$ cat config.mk
export PLATFORM = sky130hd
export DESIGN_NAME = msdap_output_capture
export DESIGN_NICKNAME = d
export VERILOG_FILES = /design/src/rtl/msdap_pkg.sv /design/src/rtl/msdap_word_fifo.sv /design/src/rtl/msdap_output_capture.sv
export SDC_FILE = /design/constraint.sdc
export NUM_CORES = 1
export LEC_CHECK = 0
export BUFFER_PORTS_ARGS = -buffer_cell sky130_fd_sc_hd__buf_2
export CAP_MARGIN = 10
export CORE_MARGIN = 2
export CORE_UTILIZATION = 55
export CTS_CLUSTER_SIZE = 10
export DETAILED_ROUTE_END_ITERATION = 6
export PLACE_DENSITY = 0.69
export SETUP_SLACK_MARGIN = 0.1
export SLEW_MARGIN = 30
export SYNTH_ARGS = -nofsm -noshare
export SYNTH_HDL_FRONTEND = slang
export SYNTH_SLANG_ARGS = --single-unit
$ cat constraint.sdc
create_clock -name SCLK -period 3.8 [get_ports SCLK]
set_input_delay 0.38 -clock SCLK [delete_from_list [all_inputs] [get_ports SCLK]]
set_output_delay 0.38 -clock SCLK [all_outputs]
set_load 0.01 [all_outputs]
$ cat src/rtl/msdap_pkg.sv
// Shared MSDAP definitions: accumulator word width and output-capture FSM states.
package msdap_pkg;

  localparam int unsigned MSDAP_WORD_W = 40;

  typedef enum logic [1:0] {
    IDLE,
    SHIFT,
    WAIT_LOW
  } cap_state_t;

endpackage

$ cat src/rtl/msdap_word_fifo.sv
// Synchronous FIFO for captured left/right word pairs; drops pushes when full with no pop.
module msdap_word_fifo #(
  parameter int unsigned WIDTH = 80,
  parameter int unsigned DEPTH = 4
) (
  input  logic                       clk,
  input  logic                       rst_n,
  input  logic                       push,
  input  logic [WIDTH-1:0]           wdata,
  input  logic                       pop,
  output logic [WIDTH-1:0]           rdata,
  output logic                       valid,
  output logic [$clog2(DEPTH):0]     level,
  output logic                       overflow
);

  localparam int unsigned AddrW = $clog2(DEPTH);
  localparam int unsigned PtrW  = AddrW + 1;

  logic [WIDTH-1:0] mem_q [DEPTH];
  logic [PtrW-1:0]  wr_ptr_q, rd_ptr_q;
  logic             overflow_q;
  logic             empty, full, do_pop, do_push;

  // Extra wrap bit distinguishes full from empty when the indices coincide.
  assign empty   = (wr_ptr_q == rd_ptr_q);
  assign full    = (wr_ptr_q[AddrW] != rd_ptr_q[AddrW]) &&
                   (wr_ptr_q[AddrW-1:0] == rd_ptr_q[AddrW-1:0]);
  assign do_pop  = pop && !empty;
  assign do_push = push && (!full || do_pop);

  always_ff @(posedge clk or negedge rst_n) begin
    if (!rst_n) begin
      for (int i = 0; i < int'(DEPTH); i++) begin
        mem_q[i] <= '0;
      end
    end else if (do_push) begin
      mem_q[wr_ptr_q[AddrW-1:0]] <= wdata;
    end
  end

  always_ff @(posedge clk or negedge rst_n) begin
    if (!rst_n) begin
      wr_ptr_q   <= '0;
      rd_ptr_q   <= '0;
      overflow_q <= 1'b0;
    end else begin
      if (do_push) begin
        wr_ptr_q <= wr_ptr_q + PtrW'(1);
      end
      if (do_pop) begin
        rd_ptr_q <= rd_ptr_q + PtrW'(1);
      end
      if (push && !do_push) begin
        overflow_q <= 1'b1;
      end
    end
  end

  assign rdata    = mem_q[rd_ptr_q[AddrW-1:0]];
  assign valid    = !empty;
  assign level    = wr_ptr_q - rd_ptr_q;
  assign overflow = overflow_q;

endmodule

$ cat src/rtl/msdap_output_capture.sv
// Reassembles MSDAP serial left/right results into parallel word pairs and queues them
// for a valid/ready consumer; flags short frames and queue overflow.
module msdap_output_capture
  import msdap_pkg::*;
#(
  parameter int unsigned WORD_W = MSDAP_WORD_W,
  parameter int unsigned DEPTH  = 4
) (
  input  logic                     SCLK,
  input  logic                     Reset_n,
  input  logic                     OutputL,
  input  logic                     OutputR,
  input  logic                     OutReady,
  output logic [WORD_W-1:0]        word_l,
  output logic [WORD_W-1:0]        word_r,
  output logic                     word_valid,
  input  logic                     word_ready,
  output logic [$clog2(DEPTH):0]   level,
  output logic                     overflow,
  output logic                     frame_err
);

  localparam int unsigned CntW = $clog2(WORD_W + 1);
  localparam logic [CntW-1:0] LastCnt = CntW'(WORD_W - 1);

  cap_state_t          state_q, state_d;
  logic [CntW-1:0]     bit_cnt_q, bit_cnt_d;
  logic [WORD_W-1:0]   sh_l_q, sh_l_d, sh_r_q, sh_r_d;
  logic                frame_err_q, frame_err_d;
  logic                push;
  logic [2*WORD_W-1:0] push_data, head;

  always_comb begin
    state_d     = state_q;
    bit_cnt_d   = bit_cnt_q;
    sh_l_d      = sh_l_q;
    sh_r_d      = sh_r_q;
    frame_err_d = 1'b0;
    push        = 1'b0;
    push_data   = {sh_l_q[WORD_W-2:0], OutputL, sh_r_q[WORD_W-2:0], OutputR};
    unique case (state_q)
      IDLE: begin
        if (OutReady) begin
          sh_l_d    = {{(WORD_W-1){1'b0}}, OutputL};
          sh_r_d    = {{(WORD_W-1){1'b0}}, OutputR};
          bit_cnt_d = CntW'(1);
          state_d   = SHIFT;
        end
      end
      SHIFT: begin
        if (!OutReady) begin
          frame_err_d = 1'b1;
          bit_cnt_d   = '0;
          sh_l_d      = '0;
          sh_r_d      = '0;
          state_d     = IDLE;
        end else if (bit_cnt_q == LastCnt) begin
          // Final bit goes straight into the FIFO, not through the shifters.
          push      = 1'b1;
          bit_cnt_d = '0;
          sh_l_d    = '0;
          sh_r_d    = '0;
          state_d   = WAIT_LOW;
        end else begin
          sh_l_d    = {sh_l_q[WORD_W-2:0], OutputL};
          sh_r_d    = {sh_r_q[WORD_W-2:0], OutputR};
          bit_cnt_d = bit_cnt_q + CntW'(1);
        end
      end
      WAIT_LOW: begin
        if (!OutReady) begin
          state_d = IDLE;
        end
      end
      default: state_d = IDLE;
    endcase
  end

  always_ff @(posedge SCLK or negedge Reset_n) begin
    if (!Reset_n) begin
      state_q     <= IDLE;
      bit_cnt_q   <= '0;
      sh_l_q      <= '0;
      sh_r_q      <= '0;
      frame_err_q <= 1'b0;
    end else begin
      state_q     <= state_d;
      bit_cnt_q   <= bit_cnt_d;
      sh_l_q      <= sh_l_d;
      sh_r_q      <= sh_r_d;
      frame_err_q <= frame_err_d;
    end
  end

  msdap_word_fifo #(
    .WIDTH (2 * WORD_W),
    .DEPTH (DEPTH)
  ) u_fifo (
    .clk      (SCLK),
    .rst_n    (Reset_n),
    .push     (push),
    .wdata    (push_data),
    .pop      (word_ready),
    .rdata    (head),
    .valid    (word_valid),
    .level    (level),
    .overflow (overflow)
  );

  assign word_l    = head[2*WORD_W-1:WORD_W];
  assign word_r    = head[WORD_W-1:0];
  assign frame_err = frame_err_q;

endmodule
# --- Word-level counts from Yosys, hierarchy flattened ---
# Index checks and enable logic that the tools add are counted.
totals:
  reg_bits: 414
  inputBits: 6
  out_inout_bits: 86
  elab_cells: 71
op_classes:
  addsub: 4
  n_lt_le_gt_ge: 3
  n_eq_ne: 9
  mux: 28
  n_bitwise: 2
  n_reduce_logical: 13
ops:
  columns: ["cell", "count"]
  rows:
  - ["bitwise mux 320 bit", 1]
  - ["2-to-1 mux 80 bit", 3]
  - ["2-to-1 mux 39 bit", 6]
  - ["binary-select mux 80 bit (select 2 bit)", 1]
  - ["demux 80 bit (select 2 bit)", 1]
  - ["case mux 39 bit (2 select lines)", 2]
  - ["2-to-1 mux 6 bit", 3]
  - ["case mux 6 bit (2 select lines)", 1]
  - ["2-to-1 mux 2 bit", 4]
  - ["adder 3 x 1 -> 3 bit (second input constant)", 2]
  - ["adder 6 x 1 -> 6 bit (second input constant)", 1]
  - ["== test 6 bit (second input constant)", 1]
  - [">= comparator 3 bit (second input constant)", 2]
  - ["NOT 2 -> 3 bit", 2]
  - ["case mux 2 bit (3 select lines)", 1]
  - ["logical AND 1 bit", 5]
  - ["2-to-1 mux 1 bit", 5]
  - ["!= test 2 bit (second input constant)", 2]
  - ["== test 3 bit", 1]
  - ["logical NOT 1 bit", 3]
  - ["< comparator 3 x 1 -> 1 bit (second input constant)", 1]
  - ["!= test 3 bit (second input constant)", 1]
  - ["AND reduction 3 bit", 1]
  - ["subtractor 3 bit", 1]
  - ["8 further kinds", 8]

# --- Depth between registers and ports, before layout ---
# Gate-level depths: netlist of run 1.
logic_depth:
  ltp_word: 7
  mapped_depth: 10
  ltp_nobuf: 6

# --- Hierarchy ---
# A second synthesis of run 1 with hierarchy kept.
hier_totals:
  cells_unflattened: 1037
  area_unflattened_um2: 17715.7
by_module_without_submodules:
  columns: ["module", "n_inst", "cells_per_inst", "area_each_um2", "seq_area_each_um2"]
  rows:
  - ["msdap_word_fifo", 1, 817, 14487.6, 8182.8]
  - ["msdap_output_capture", 1, 220, 3228.1, 2177.1]

# --- Worst setup path before layout of run 1 ---
# Ideal clock, no wire load.
synth_path:
  path_type: "reg2reg"
  startpoint: "reg u_fifo.rd_ptr_q[1]"
  endpoint: "reg u_fifo.mem_q[0] (netlist name)"
  setup_time_ns: 0.125
  arrival_time_ns: 2.520
  required_time_ns: 3.675
  slack_ns: 1.155
  path_stages_with_launch: 11
  path_buffers: 4
  synth_period_minus_slack_ns: 2.645
  cell_sequence: "dfrtp_1 -> clkbuf_1 -> clkbuf_1 -> inv_1 -> ha_1 -> nand2_1 -> or3_1 -> buf_4 -> nand4_4 -> buf_6 -> mux2_4"
synth_via:
  elab_chain_len: 5
  word_cells_on_any_way: 8
  cone_classes: "2 x eq/ne; 6 x reduce/logical"
synth_rtl:
  columns: ["item", "line", "rtl"]
  rows:
  - ["from (decl)", "msdap_word_fifo.sv:21", "logic [PtrW-1:0] wr_ptr_q, rd_ptr_q;"]
  - ["from (signal assigned)", "msdap_word_fifo.sv:52", "rd_ptr_q <= rd_ptr_q + PtrW'(1);"]
  - ["== test 3 bit / == test 2 bit (equally long branches)", "msdap_word_fifo.sv:26, msdap_word_fifo.sv:28", null]
  - ["logical NOT 1 bit / logical AND 1 bit (equally long branches)", "msdap_word_fifo.sv:29, msdap_word_fifo.sv:27", null]
  - ["logical AND 1 bit / logical NOT 1 bit (equally long branches)", "msdap_word_fifo.sv:29, msdap_word_fifo.sv:30", null]
  - ["logical OR 1 bit (*)", "msdap_word_fifo.sv:30", "assign do_push = push && (!full || do_pop);"]
  - ["logical AND 1 bit (*)", "msdap_word_fifo.sv:30", null]
  - ["to (signal, indexed assignment)", "msdap_word_fifo.sv:38", "mem_q[wr_ptr_q[AddrW-1:0]] <= wdata;"]
  - ["to (decl)", "msdap_word_fifo.sv:20", "logic [WIDTH-1:0] mem_q [DEPTH];"]
# Every way passes the cells marked *; elsewhere a longest branch is shown, timed or not.
# A chain may end at the register's enable or synchronous reset.

# --- Worst setup path in the final report of run 1 ---
layout_path:
  startpoint: "reg u_fifo.rd_ptr_q[1]"
  endpoint: "out word_l[38]"
layout_via:
  elab_chain_len: 4
layout_rtl:
  columns: ["item", "line", "rtl"]
  rows:
  - ["NOT 2 -> 3 bit (implied by the code)", "msdap_word_fifo.sv:60", "assign rdata = mem_q[rd_ptr_q[AddrW-1:0]];"]
  - ["binary-select mux 80 bit (select 2 bit)", "msdap_word_fifo.sv:60", null]
  - ["2-to-1 mux 80 bit (implied by the code) (2 in a row)", "msdap_word_fifo.sv:60", null]
  - ["to (decl)", "msdap_output_capture.sv:14", "output logic [WORD_W-1:0] word_l,"]
# Every way passes these cells. The select of a mux whose other input is x is not followed.

==> flow_summary.toml, run 1 <==
[detailed_routing]
drc_errors = 0
routedWlPerCell_um = 21.8
wl_mm = 34.0
final_antenna_net_count = 0
drt_pass1_iterations = 4
first_iter_violations = 451
viasPerCell = 5.96
route.vias.total = 9325

[cts]
cts_buffers = 47
post-cts-setup-buffer-count = 0
cts_tree = "yes"
clkSlewWorstSetupHoldPaths_ns = 0.06
clk_latency_ns = 0.53
htree_levels = 2
clock-sinks = 414
clockRootBuffer = "clkbuf_16"
clk_path_buf_depth = 3

[worst_setup_path]
cp.arrival_ns = 2.83
start_kind = "flip-flop"
critPathKind = "reg -> out"
worst_path_largest_cell_delay_ns = 0.71
critPathSlowestCell = "buf_4"
critPathCaptureType = "output pin"
cp_data_required_time_ns = 3.42
critPathMostFrequentCell = "buf_4"
ff2ff_path_depth = 6
path_cells = "buf_4, buf_4, mux4_2, buf_2"
critical_path_peak_fanout = 49

[sta]
worst_pin_slew_ns = 0.917
setup_viol = 0
finalWorstPathRequiredPeriod_ns = 3.21
fin_tns_setup_ns = 0
maxSlewHeadroom_pct = 38.7
drv_slew = 0
fin_skew_ns = 0.0145
max_freq_mhz = 311
holdWs_ns = 0.111
fin_crit_sh_pct = 84.6
grt_setup_unrepaired = "false"
hold_viol_final = 0

[cells_and_area]
drive_above_1_share_pct = 46.7
nFillCells = 2314
fin_util_pct = 62.7
multi_input_area_um2 = 6970
diodes = 0
fin_area_um2 = 19900
register_area_um2 = 10400
syn2layout_area_growth_pct = 11.6
finish.net_count = 1141

[floorplan]
dieHeight_um = 184
rows = 65
start_util_pct = 56.2
dieArea_um2 = 33900
core_um2 = 31800
num_io_pins = 92
die_w_um = 184

[global_route]
track_usage_pct = 21.1
grt_pass1_wl_mm = 56.4
grt_pass1_vias = 9966
grt_max_degree = 122
antenna_found_initial = 0
overflow = 0

[yosys]
synth_cell_types = 34
yosysWarnings = 0
yosysSeqAreaShare_pct = 58.0
synth.area.top_cells = "dfrtp_1 (58%), mux2_2 (12%), mux4_2 (10%)"
syn_area_um2 = 17900
syn_nets = 1049
avgSynthCellArea_um2 = 17.3
synth_top_cell_area_share_pct = 58.0
yosys.area.top_type = "dfrtp_1"
async_reset_ff_share_pct = 100
synth-seq-cells = 414
synth_edf_count = 0
syn_inst = 1034
synthFlopType = "dfrtp_1"

[hold_path]
worstHoldPathCells = 2
hp-class = "in -> reg"

[placed_design]
gp_congestion = 0.724
io_buffers = 91
place_area_um2 = 18700
hpwl_mm = 18.6

[power]
p_leak_uw = 0.0102
vdd_drop_max_uv = 503
power.total_uw = 9450
p_per_area_nw_per_um2 = 474

[status]
status = "completed"

[flow_run]
drv_cap = 0
critical path: cells and delay by family (launching register included):
family / cells / cell delay [ns]
buffers and inverters: 3 / 1.33
flip-flops: 1 / 0.40
multiplexers: 1 / 0.45
sequential cells by signal, summed over array words and instances, names as in the netlist:
| signal | count |
|---|---|
| sh_l_q | 39 |
| u_fifo.mem_q | 320 |
| sh_r_q | 39 |
| u_fifo.rd_ptr_q | 3 |
| u_fifo.wr_ptr_q | 3 |
| bit_cnt_q | 6 |
| state_q | 2 |
| frame_err | 1 |
| u_fifo.overflow | 1 |
path summary, 6_finish.rpt:
path	start	to	slack [ns]
worst max-delay path	u_fifo.rd_ptr_q[1]	word_l[38]	0.59
worst min-delay path	OutReady	frame_err	0.11
worst max register to register	u_fifo.rd_ptr_q[0]	u_fifo.mem_q[148]	1.14
worst min register to register	u_fifo.mem_q[250]	u_fifo.mem_q[250]	0.49
max in group asynchronous	Reset_n	u_fifo.rd_ptr_q[0]	2.30
min in group asynchronous	Reset_n	u_fifo.mem_q[184]	0.32
layout make-up:
cell class                      instances  area share, %
Clock buffer                           50           6.01
Clock inverter                          2         0.0690
Tap cell                              435           2.73
Sequential cell                       414           52.0
Inverter                                7          0.132
Multi-Input combinational cell        543           35.0
Timing Repair Buffer                  113           4.09
Yosys cell counts, drive strengths merged, types with 6 or more instances:
cell type / number
a22o: 79
buf: 55
clkbuf: 15
dfrtp: 414
ha: 8
inv: 7
mux2: 322
mux4: 80
nand2: 7
o21ai: 6
xnor2: 7
layout by cell type (no fill, tap or decap), drive strengths merged, types with 2 or more instances in the layout:
| master | n |
|---|---|
| a21oi | 4 |
| a22o | 79 |
| and3 | 2 |
| buf | 112 |
| clkbuf | 50 |
| dfrtp | 414 |
| ha | 8 |
| inv | 8 |
| mux2 | 322 |
| mux4 | 80 |
| nand2 | 7 |
| nand3 | 4 |
| nand4 | 4 |
| nor2 | 3 |
| nor2b | 4 |
| o21a | 2 |
| o21ai | 6 |
| o21bai | 2 |
| or3 | 2 |
| xnor2 | 7 |
through the flow:
stage | std cells | setup slack (ns)
floorplan | 1034 | 1.15
global placement | 1509 | 1.13
CTS | 1563 | 0.538
detailed placement | 1510 | 1.11
finish | 1564 | 0.586
global route | 1564 | 0.468
repair_timing:
action                     CTS  global route
gates resized for setup      0             0
hold endpoints to repair    23             0
setup endpoints to repair    0             0
hold buffers                 1             0
power breakdown:
group / internal (uW) / switching (uW) / leakage, uW
clock network: 2200 / 1600 / 0.000597
registers: 4450 / 23.6 / 0.00577
logic: 455 / 724 / 0.00387
total: 7100 / 2350 / 0.0102
logic make-up (layout without fill, tap and decap cells):
kind of cell | count (synthesis) | after routing | synth area share [%]
AO/OA/AOI/OAI | 93 | 93 | 4.32
buffers and inverters | 77 | 172 | 3.10
adder cells (fa/ha/maj) | 9 | 9 | 0.672
XOR/XNOR | 7 | 7 | 0.343
multiplexers | 402 | 402 | 32.0
AND/OR/NAND/NOR | 32 | 32 | 1.52
flip-flops | 414 | 414 | 58.0
layer usage:
layer | vias to the layer above | part of all wire [%] | global-route usage [%]
met2 | 165 | 47 | 33.7
met3 | 49 | 4.3 | 3.66
li1 | 4059 | - | -
met4 | 0 | 2.0 | 5.82
met5 | - | 0 | 0
met1 | 5052 | 46 | 30.5
Power figures use the tool's default switching activity.
==> run 2, diff against run 1 <==
==> constraint.sdc (replaced) <==
create_clock -name SCLK -period 3.3 [get_ports SCLK]
set_input_delay 0.33 -clock SCLK [delete_from_list [all_inputs] [get_ports SCLK]]
set_output_delay 0.33 -clock SCLK [all_outputs]
set_load 0.01 [all_outputs]
==> flow_summary.toml, run 2 (synthesis gave the netlist of run 1 again) <==
[floorplan]
dieHeight_um = 184
num_io_pins = 92
start_util_pct = 56.2
die_w_um = 184
core_um2 = 31800
rows = 65
dieArea_um2 = 33900

[cts]
clkSlewWorstSetupHoldPaths_ns = 0.06
clk_latency_ns = 0.53
cts_tree = "yes"
clk_path_buf_depth = 3
clockRootBuffer = "clkbuf_16"
post-cts-setup-buffer-count = 0
cts_buffers = 47
clock-sinks = 414
htree_levels = 2

[sta]
max_freq_mhz = 332
fin_tns_setup_ns = 0
finalWorstPathRequiredPeriod_ns = 3.02
fin_crit_sh_pct = 91.4
setup_viol = 0
grt_setup_unrepaired = "false"
fin_ws_ns = 0.284
maxSlewHeadroom_pct = 46.6
fin_skew_ns = 0.0103
holdWs_ns = 0.0548
drv_slew = 0
hold_viol_final = 0
worst_pin_slew_ns = 0.801

[cells_and_area]
drive_above_1_share_pct = 47.1
fin_area_um2 = 20100
diodes = 0
final_common_cell = "dfrtp_1"
final_cell_mix = "dfrtp_1 (412), mux2_2 (193), buf_2 (90), mux4_2 (80)"
largest_register_ffs = 320
fin_util_pct = 63.1
finish.net_count = 1149
top_register = "u_fifo.mem_q"
nFillCells = 2331
reg_top3 = "u_fifo.mem_q: 320 flops, sh_l_q: 39 flops, sh_r_q: 39 flops"
syn2layout_area_growth_pct = 12.3

[global_route]
track_usage_pct = 21.2
overflow = 0
grt_pass1_wl_mm = 56.2
antenna_found_initial = 0
grt_max_degree = 94
grt_pass1_vias = 10000

[power]
combPwrFrac_pct = 12.4
clkPwrFrac_pct = 40.8
vdd_drop_max_uv = 624
swShare_pct = 24.5
seqPwrFrac_pct = 46.8
switchingPower_uw = 2700
p_per_area_nw_per_um2 = 548
internal-power_uw = 8290
p_leak_uw = 0.0103

[worst_setup_path]
critPathCaptureType = "output pin"
critPathSlowestCell = "buf_6"
cp.arrival_ns = 2.69
worst_path_largest_cell_delay_ns = 0.59
start_kind = "flip-flop"
cp_data_required_time_ns = 2.97
critical_path_peak_fanout = 51
critPathKind = "reg -> out"
path_cells = "buf_4, buf_6, fa_1, inv_1, buf_2"

[placed_design]
io_buffers = 91
pre_cts_ws_ns = 0.557
place_area_um2 = 18800
hpwl_mm = 19.4
gp_congestion = 0.729

[detailed_routing]
drt_pass1_iterations = 4
first_iter_violations = 391
routedWlPerCell_um = 21.7
drc_errors = 0
final_antenna_net_count = 0
viasPerCell = 5.91
wl_mm = 34.2
route.vias.total = 9297

[flow_run]
drv_cap = 0

[status]
status = "completed"

[hold_path]
hp-class = "in -> reg"
-- run 2: metal layers --
| metal | global-route usage, % | vias to the layer above | wire (um) | share of wire (%) |
|---|---|---|---|---|
| met5 | 0 | - | 0 | 0 |
| met4 | 4.26 | 0 | 469 | 1.4 |
| met3 | 3.52 | 46 | 1250 | 3.7 |
| met2 | 35.1 | 152 | 17000 | 50 |
| met1 | 30.0 | 5035 | 15500 | 45 |
| li1 | - | 4064 | - | - |
-- run 2: final timing paths --
| kind | start | endpoint | slack [ns] | cells past startpoint |
|---|---|---|---|---|
| setup / recovery | u_fifo.rd_ptr_q[1] | level[1] | 0.28 | 5 |
| hold / removal | OutReady | frame_err | 0.05 | 2 |
| setup reg to reg | u_fifo.wr_ptr_q[0] | u_fifo.mem_q[39] | 0.63 | 7 |
| hold reg to reg | u_fifo.mem_q[251] | u_fifo.mem_q[251] | 0.49 | 1 |
| max in group asynchronous | Reset_n | u_fifo.mem_q[64] | 1.95 | 3 |
| min in group asynchronous | Reset_n | u_fifo.mem_q[264] | 0.41 | 2 |
-- run 2: through the flow --
step,power [uW],cells
finish,11000,1574
global route,11500,1574
CTS,11200,1574
detailed placement,6650,1519
global placement,6640,1519
floorplan,6180,1034
-- run 2: timing repair --
action | in CTS | in global routing
hold endpoints to repair | 85 | 0
resized for setup | 1 | 0
hold buffers | 1 | 0
setup endpoints to repair | 7 | 0
-- run 2: layout make-up --
cell class	count	area, um^2	share of cell area [%]
Clock buffer	54	1260	6.31
Tap cell	435	544	2.71
Timing Repair Buffer	121	885	4.41
Inverter	7	26.3	0.131
Sequential cell	414	10400	51.7
Multi-Input combinational cell	543	6970	34.7
-- run 2: power groups by stage --
stage               logic, uW  registers, uW  clock network, uW
global route             1490           5140               4830
global placement         1410           5230                  0
floorplan                 960           5220                  0
finish                   1360           5150               4480
CTS                      1420           5150               4610
detailed placement       1410           5230                  0
-- run 2: critical path, delay by kind of cell (launching register included) --
family,cells,cell delay [ns]
flip-flops,1,0.40
buffers and inverters,4,1.22
adder cells (fa/ha/maj),1,0.50
